==> src/rtl/seq_divider_pkg.sv <==
// Shared definitions for the sequential restoring divider: FSM encoding and
// iteration-counter sizing.
package seq_divider_pkg;

  typedef enum logic [1:0] {
    ST_IDLE = 2'd0,
    ST_RUN  = 2'd1,
    ST_DONE = 2'd2
  } state_e;

  // One extra bit so the counter can hold WIDTH itself without wrapping.
  function automatic int cnt_width(input int width);
    return $clog2(width) + 1;
  endfunction

endpackage

==> src/rtl/claAdder.sv <==
// WIDTH-bit adder built from 4-bit carry-lookahead groups chained group to group.
// WIDTH must be a multiple of 4.
module claAdder #(
  parameter int WIDTH = 64
) (
  input  logic [WIDTH-1:0] a,
  input  logic [WIDTH-1:0] b,
  input  logic             cin,
  output logic [WIDTH-1:0] sum,
  output logic             cout
);

  localparam int NGRP = WIDTH / 4;

  logic [WIDTH-1:0] g;
  logic [WIDTH-1:0] p;
  logic             grp_c [0:NGRP];

  assign g = a & b;
  assign p = a ^ b;
  assign grp_c[0] = cin;
  assign cout = grp_c[NGRP];

  genvar gi;
  generate
    for (gi = 0; gi < NGRP; gi++) begin : g_grp
      logic [3:0] gg;
      logic [3:0] pp;
      logic       c0;
      logic [3:0] c;
      assign gg = g[gi*4 +: 4];
      assign pp = p[gi*4 +: 4];
      assign c0 = grp_c[gi];
      assign c[0] = c0;
      assign c[1] = gg[0] | (pp[0] & c0);
      assign c[2] = gg[1] | (pp[1] & gg[0]) | (pp[1] & pp[0] & c0);
      assign c[3] = gg[2] | (pp[2] & gg[1]) | (pp[2] & pp[1] & gg[0])
                  | (pp[2] & pp[1] & pp[0] & c0);
      assign grp_c[gi+1] = gg[3] | (pp[3] & gg[2]) | (pp[3] & pp[2] & gg[1])
                         | (pp[3] & pp[2] & pp[1] & gg[0]) | ((&pp) & c0);
      assign sum[gi*4 +: 4] = pp ^ c;
    end
  endgenerate

endmodule

==> src/rtl/seq_divider.sv <==
// Sequential restoring divider, one quotient bit per cycle, WIDTH+1 cycle latency.
// Optional signed mode is enabled with macro SEQ_DIVIDER_SIGNED_EN.
module seq_divider
  import seq_divider_pkg::*;
#(
  parameter int WIDTH = 64
) (
  input  logic             clk,
  input  logic             rst,
  input  logic             start,
  input  logic [WIDTH-1:0] dividend,
  input  logic [WIDTH-1:0] divisor,
`ifdef SEQ_DIVIDER_SIGNED_EN
  input  logic             is_signed,
`endif
  output logic             busy,
  output logic             done,
  output logic [WIDTH-1:0] quotient,
  output logic [WIDTH-1:0] remainder,
  output logic             div_zero
);

  localparam int CNT_W = cnt_width(WIDTH);
  localparam logic [CNT_W-1:0] LAST_ITER = CNT_W'(WIDTH - 1);

  state_e           state_q;
  logic [CNT_W-1:0] cnt_q;
  logic [WIDTH-1:0] dvd_q;
  logic [WIDTH-1:0] dsr_q;
  logic [WIDTH-1:0] rem_q;
  logic             qneg_q;
  logic             rneg_q;
  logic             busy_q;
  logic             done_q;
  logic [WIDTH-1:0] quot_out_q;
  logic [WIDTH-1:0] rem_out_q;
  logic             dz_q;

  logic             a_neg_d;
  logic             b_neg_d;
  logic [WIDTH-1:0] a_mag_d;
  logic [WIDTH-1:0] b_mag_d;

  always_comb begin
    a_neg_d = 1'b0;
    b_neg_d = 1'b0;
`ifdef SEQ_DIVIDER_SIGNED_EN
    a_neg_d = is_signed & dividend[WIDTH-1];
    b_neg_d = is_signed & divisor[WIDTH-1];
`endif
    a_mag_d = a_neg_d ? -dividend : dividend;
    b_mag_d = b_neg_d ? -divisor : divisor;
  end

  // The dividend register doubles as the quotient: bits shift out the top
  // into the partial remainder while quotient bits shift in at the bottom.
  logic [WIDTH:0]   shifted_d;
  logic [WIDTH-1:0] diff_d;
  logic             cout_d;
  logic             nonneg_d;
  logic [WIDTH-1:0] rem_d;
  logic [WIDTH-1:0] quo_d;
  logic             dsr_zero_d;
  logic [WIDTH-1:0] quo_fix_d;
  logic [WIDTH-1:0] rem_fix_d;

  assign shifted_d = {rem_q, dvd_q[WIDTH-1]};

  claAdder #(.WIDTH(WIDTH)) u_cla (
    .a    (shifted_d[WIDTH-1:0]),
    .b    (~dsr_q),
    .cin  (1'b1),
    .sum  (diff_d),
    .cout (cout_d)
  );

  assign nonneg_d   = cout_d | shifted_d[WIDTH];
  assign rem_d      = nonneg_d ? diff_d : shifted_d[WIDTH-1:0];
  assign quo_d      = {dvd_q[WIDTH-2:0], nonneg_d};
  assign dsr_zero_d = (dsr_q == '0);
  // Divide-by-zero keeps the all-ones quotient; the remainder fixup then
  // reproduces the raw dividend.
  assign quo_fix_d  = (qneg_q && !dsr_zero_d) ? -quo_d : quo_d;
  assign rem_fix_d  = rneg_q ? -rem_d : rem_d;

  always_ff @(posedge clk) begin
    if (rst) begin
      state_q    <= ST_IDLE;
      cnt_q      <= '0;
      dvd_q      <= '0;
      dsr_q      <= '0;
      rem_q      <= '0;
      qneg_q     <= 1'b0;
      rneg_q     <= 1'b0;
      busy_q     <= 1'b0;
      done_q     <= 1'b0;
      quot_out_q <= '0;
      rem_out_q  <= '0;
      dz_q       <= 1'b0;
    end else begin
      case (state_q)
        ST_IDLE, ST_DONE: begin
          done_q <= 1'b0;
          if (start) begin
            dvd_q   <= a_mag_d;
            dsr_q   <= b_mag_d;
            rem_q   <= '0;
            cnt_q   <= '0;
            qneg_q  <= a_neg_d ^ b_neg_d;
            rneg_q  <= a_neg_d;
            busy_q  <= 1'b1;
            state_q <= ST_RUN;
          end else begin
            state_q <= ST_IDLE;
          end
        end
        ST_RUN: begin
          dvd_q <= quo_d;
          rem_q <= rem_d;
          cnt_q <= cnt_q + 1'b1;
          if (cnt_q == LAST_ITER) begin
            busy_q     <= 1'b0;
            done_q     <= 1'b1;
            quot_out_q <= quo_fix_d;
            rem_out_q  <= rem_fix_d;
            dz_q       <= dsr_zero_d;
            state_q    <= ST_DONE;
          end
        end
        default: begin
          busy_q  <= 1'b0;
          done_q  <= 1'b0;
          state_q <= ST_IDLE;
        end
      endcase
    end
  end

  assign busy      = busy_q;
  assign done      = done_q;
  assign quotient  = quot_out_q;
  assign remainder = rem_out_q;
  assign div_zero  = dz_q;

endmodule

==> config.mk <==
export PLATFORM = sky130hd
export DESIGN_NAME = seq_divider
export DESIGN_NICKNAME = d
export VERILOG_FILES = /design/src/rtl/seq_divider_pkg.sv /design/src/rtl/claAdder.sv /design/src/rtl/seq_divider.sv
export SDC_FILE = /design/constraint.sdc
export NUM_CORES = 1
export LEC_CHECK = 0
export CAP_MARGIN = 25
export CORE_ASPECT_RATIO = 1.25
export CORE_MARGIN = 5
export CORE_UTILIZATION = 45
export DETAILED_ROUTE_END_ITERATION = 10
export GPL_TIMING_DRIVEN = 0
export PLACE_DENSITY = 0.81
export SLEW_MARGIN = 10
export SYNTH_ARGS = -nofsm -noshare
export SYNTH_HDL_FRONTEND = slang
export SYNTH_SLANG_ARGS = --single-unit
==> constraint.sdc <==
create_clock -name clk -period 7.7 [get_ports clk]
set_input_delay 2.31 -clock clk [delete_from_list [all_inputs] [get_ports clk]]
set_output_delay 2.31 -clock clk [all_outputs]
set_load 0.03 [all_outputs]
**Word-level counts from Yosys, hierarchy flattened**

Cells that the tools add are included.

- Order comparisons: 0
- Eq/ne operators: 5
- Bitwise logic cells: 417
- Shifts and indexed selects: 0
- $mul: 0
- Multiplexer cells: 13
- Divide/modulo/power cells: 0
- Add/sub/neg operators: 1
- Reduce and logical (&&, ||, !) cells: 25

Operator list:

| cell | count |
|---|---|
| case mux 64 bit (2 select lines) | 2 |
| bitwise AND 1 bit | 236 |
| two-way mux 64 bit | 3 |
| OR 1 bit | 161 |
| bitwise AND 64 bit | 1 |
| logical NOT 64 bit | 1 |
| NOT 64 bit | 1 |
| AND reduction 4 bit | 16 |
| bitwise XOR 4 bit | 16 |
| bitwise XOR 64 bit | 1 |
| case mux 7 bit (2 select lines) | 1 |
| AND reduction 2 bit | 4 |
| adder 7 x 1 -> 7 bit, second input constant | 1 |
| equality test 7 x 6 -> 1 bit, second input constant | 1 |
| two-way mux 7 bit | 1 |
| != test 2 bit, second input constant | 2 |
| case mux 2 bit (2 select lines) | 1 |
| OR reduction 2 bit | 2 |
| two-way mux 1 bit | 3 |
| equality test 2 x 1 -> 1 bit, second input constant | 1 |
| equality test 2 bit, second input constant | 1 |
| logical NOT 2 bit | 1 |
| two-way mux 2 bit | 1 |
| case mux 1 bit (2 select lines) | 1 |
| 2 further kinds | 2 |

- Input bits: 131
- RAM bits: 0
- Latch bits: 0
- Register bits after elaboration: 332
- Output and inout port bits: 131
- Memory bits (read-only): 0
- Memories kept: 0
- Word-level logic and storage cells: 471

**Logic depth before layout (Yosys ltp)**

- Depth after elaboration: 40
- Depth in mapped cells: 16
- Mapped depth without buffers: 16

**Modules after synthesis**

A second synthesis with hierarchy kept.

- Cell total of the unflattened synthesis: 1,700
- Area total of the unflattened synthesis: 15,055.7 µm²

By module, submodules not included:

| module | cells an instance | area an instance (µm²) | instances | seq. area each (µm²) |
|---|---|---|---|---|
| seq_divider | 1,355 | 12,180.4 | 1 | 6,646.4 |
| claAdder | 345 | 2,875.3 | 1 | 0.0 |

**Worst setup path before layout**

OpenSTA, ideal clock, no wires.

- Path type: input-to-reg
- Start point: in start
- End point: reg rem_q[0]
- Stages on the path: 8
- Required time: 7,613 ps
- Arrival time: 3,409 ps
- Setup time: 87 ps
- Path buffers: 3
- Slack: 4,204 ps
- Path through: nand2b_1 > clkbuf_1 > nand2_1 > nor2_1 > clkbuf_1 > clkbuf_1 > nand2_1 > o31ai_1

- Word-level cells in the longest chain between the ends: 2

Ends and longest elaborated chain:

| element | RTL line | text |
|---|---|---|
| from (decl) | seq_divider.sv:10 | `input logic start,` |
| != test 2 bit (no source line) | n/a |  |
| AND reduction 2 bit (no source line) | n/a |  |
| to (signal assigned) | seq_divider.sv:119 | `rem_q <= rem_d;` |
| to (decl) | seq_divider.sv:30 | `logic [WIDTH-1:0] rem_q;` |

Every way passes these cells.
A chain may end at the register's enable or synchronous reset.

**Worst setup path after layout**

- Start point: in start
- End point: reg rem_q[33]

The elaborated chain is that of the path after synthesis.

==> metrics.txt <==
clock network power share 0.193; fin crit period 4.594 ns; Die Span Y 219.3 µm; area leader, netlist dfxtp_1; wire per inst 19.71 µm; total grt overflow 0; register area share after synthesis 0.4214; width of the die 177.5 µm; IO buf count 261; clk sink count 332; critical setup path kind in2reg; status finished clean; initial antenna violation count 3; hold_ws 0.4548 ns; Switch Pwr 3.993 mW; nets@finish 2,431; antenna cells 0; Int Pwr 5.153 mW; RSZ-0062 raised after global routing no; worst skew pair latency 0.53 ns; number of cell rows 76; H-tree levels 2; fmax 217.7 MHz; Post-synth EDFFs 0; R2R cell count 15; Req. time, crit path 8.15 ns; DRT Wirelength 53,440 µm; pwr dens 453.6 mW/mm²; Tightest Hold Check Type reg2reg; Syn. warnings 0; sequential power share 0.230; die area 0.03892 mm²; r2r startpoint dsr_q[25]; Synth top area share 0.4214; Core Region 0.03452 mm²; first-pass GRT wire length 83,340 µm; worst rel slew slack 0.2705; share of cells above drive strength 1 0.03968; Worst Skew 0.01790 ns; FF+latch count, synth 332; Total GRT Usage 0.2678; 1st-iter DRT viols 1,141; initial core utilization 0.4569; GPL Wtd Cong 0.9140; # DRC 0; post-cts resize count 0; Syn Inst Count 1,919; CTS tree built; Post-Syn Area per Cell 8.219 µm²; Logic pwr share 0.577; Final ANT Viol Nets 0; peak supply drop 302.8 µV; Net Sw Frac 0.4366; CTS Buf Count 36; Vias 15,430; final setup TNS 0 ns; startpoint types input port; largest net degree at the start of global routing 17; most common library cells after synthesis 427 x nand2_1, 332 x dfxtp_1, 234 x a21oi_1; post-synth cell types 77; Worst Max-Slew Pin Slew 1.084 ns; Final Max Slew Viols 0; Critical Path End rem_q[33]; Syn Nets 2,131; hold buffer count at CTS 0; DR vias/cell 5.693; Core Util, Final 0.5841; Root Buffer clkbuf_16; count leader, synth nand2_1; final-report hold violation count 0; period utilization 0.5966; RR Endpoint remainder[60]; Setup crit end kind register; Post-CTS Setup Bufs 0; Critical Path AT 5.05 ns; setup violators final 0; asr flop ratio synth 0; Primary FF master, synth dfxtp_1; Critical Path Start start; crit path max fanout 10; r2r setup slk 3.73 ns; Cell Area, Synth 0.01577 mm²; IO Count 262; DRT Pass-1 Iters 5; number of global-route vias before repair 15,600; Area growth syn-to-layout 27.83%; Max clock buf depth 3; ranking of synthesized cells by area dfxtp_1 42%, nand2_1 10%, a21oi_1 7.4%, ha_1 5.2%, mux2i_1 3.2%; HPWL after DPL 40,610 µm; leakage power 7.190 nW; clk slew on worst S/H paths 0.06 ns; number of max-cap violations 0
## worst min path at each step
stage,from,endpoint,slack [ns],depth (start not counted)
after floorplan,rem_q[41],rem_q[41],0.44,2
after global placement,quotient[6],quotient[6],0.44,2
after detailed placement,quotient[48],quotient[48],0.45,2
after CTS,quotient[48],quotient[48],0.46,2
after global routing,quotient[48],quotient[48],0.47,2
final,quotient[55],quotient[55],0.45,2
## stage by stage
step / total power, mW / instance area, µm² / instances / setup slack, ns
5_1_grt: 9.744 / 20160 / 2711 / 2.958
6_report: 9.145 / 20160 / 2711 / 3.106
3_5_place_dp: 7.305 / 18980 / 2649 / 2.681
2_1_floorplan: 6.023 / 15770 / 1919 / 4.204
4_1_cts: 9.094 / 20160 / 2711 / 3.213
3_3_place_gp: 7.198 / 18970 / 2648 / 2.693
## registers in the layout (all words and copies together) (netlist names)
register	cells
dsr_q	64
dvd_q	64
quotient	64
rem_q	64
remainder	64
cnt_q	7
state_q	2
busy	1
div_zero	1
done	1
## layer usage
| metal | routed length [µm] | share of wire | track usage |
|---|---|---|---|
| met3 | 5540 | 0.10 | 0.08890 |
| met1 | 19880 | 0.37 | 0.3007 |
| met5 | 23 | 0.00043 | 0 |
| met2 | 25780 | 0.48 | 0.4678 |
| met4 | 2213 | 0.041 | 0.1045 |
## worst max-delay path, cell delays in order
cell	delay (ns)
clkdlybuf4s50_1	0.41
nand2b_1	0.07
clkbuf_1	0.56
nand2_1	0.20
nor2_1	0.21
clkbuf_1	0.57
clkbuf_1	0.48
nand2_1	0.13
o21ai_1	0.09
## final cells by class
| type | instances | area (µm²) |
|---|---|---|
| repair buffers | 262 | 2624 |
| flip-flops and latches | 332 | 6646 |
| inverters | 83 | 311.5 |
| fillers | 3038 | 14360 |
| plain buffers | 126 | 556.8 |
| clock buffers | 47 | 983.4 |
| multi-input cells | 1378 | 8258 |
| well taps | 468 | 585.6 |
| clock inverters | 15 | 196.4 |
## cells by family after synthesis
group	synth area share
flip-flops	0.4214
adder cells (fa/ha/maj)	0.07139
AND/OR/NAND/NOR	0.1807
multiplexers	0.03173
XOR/XNOR	0.01832
AO/OA/AOI/OAI	0.2214
buffers and inverters	0.05505
## power groups by stage
| stage | Combinational, mW | Clock [mW] | Sequential (mW) |
|---|---|---|---|
| finish | 5.28 | 1.76 | 2.10 |
| CTS | 5.22 | 1.78 | 2.10 |
| global route | 5.76 | 1.86 | 2.12 |
| floorplan | 3.95 | 0 | 2.07 |
| detailed placement | 5.17 | 0 | 2.13 |
| global placement | 5.07 | 0 | 2.13 |
## layout by cell type, fill, tap and decap left out, drive strengths merged, types with 4 or more instances in the layout
| cell | count |
|---|---|
| o21a | 13 |
| bufinv | 4 |
| nand2 | 428 |
| nand3 | 38 |
| xnor2 | 11 |
| clkdlybuf4s50 | 261 |
| o21ai | 92 |
| and4 | 4 |
| and2 | 6 |
| o21bai | 5 |
| a21o | 19 |
| nand4 | 27 |
| nor2 | 80 |
| o311ai | 17 |
| inv | 84 |
| a22oi | 66 |
| and3 | 10 |
| fa | 15 |
| a311oi | 5 |
| dfxtp | 332 |
| xor2 | 22 |
| buf | 23 |
| a21oi | 234 |
| a31o | 4 |
| a31oi | 8 |
| o211ai | 8 |
| nand2b | 7 |
| or3 | 7 |
| a211oi | 51 |
| clkbuf | 151 |
| nor3 | 13 |
| mux2i | 50 |
| nor4 | 20 |
| or4 | 4 |
| clkinv | 7 |
| nor2b | 7 |
| ha | 66 |
Power figures use the tool's default switching activity.
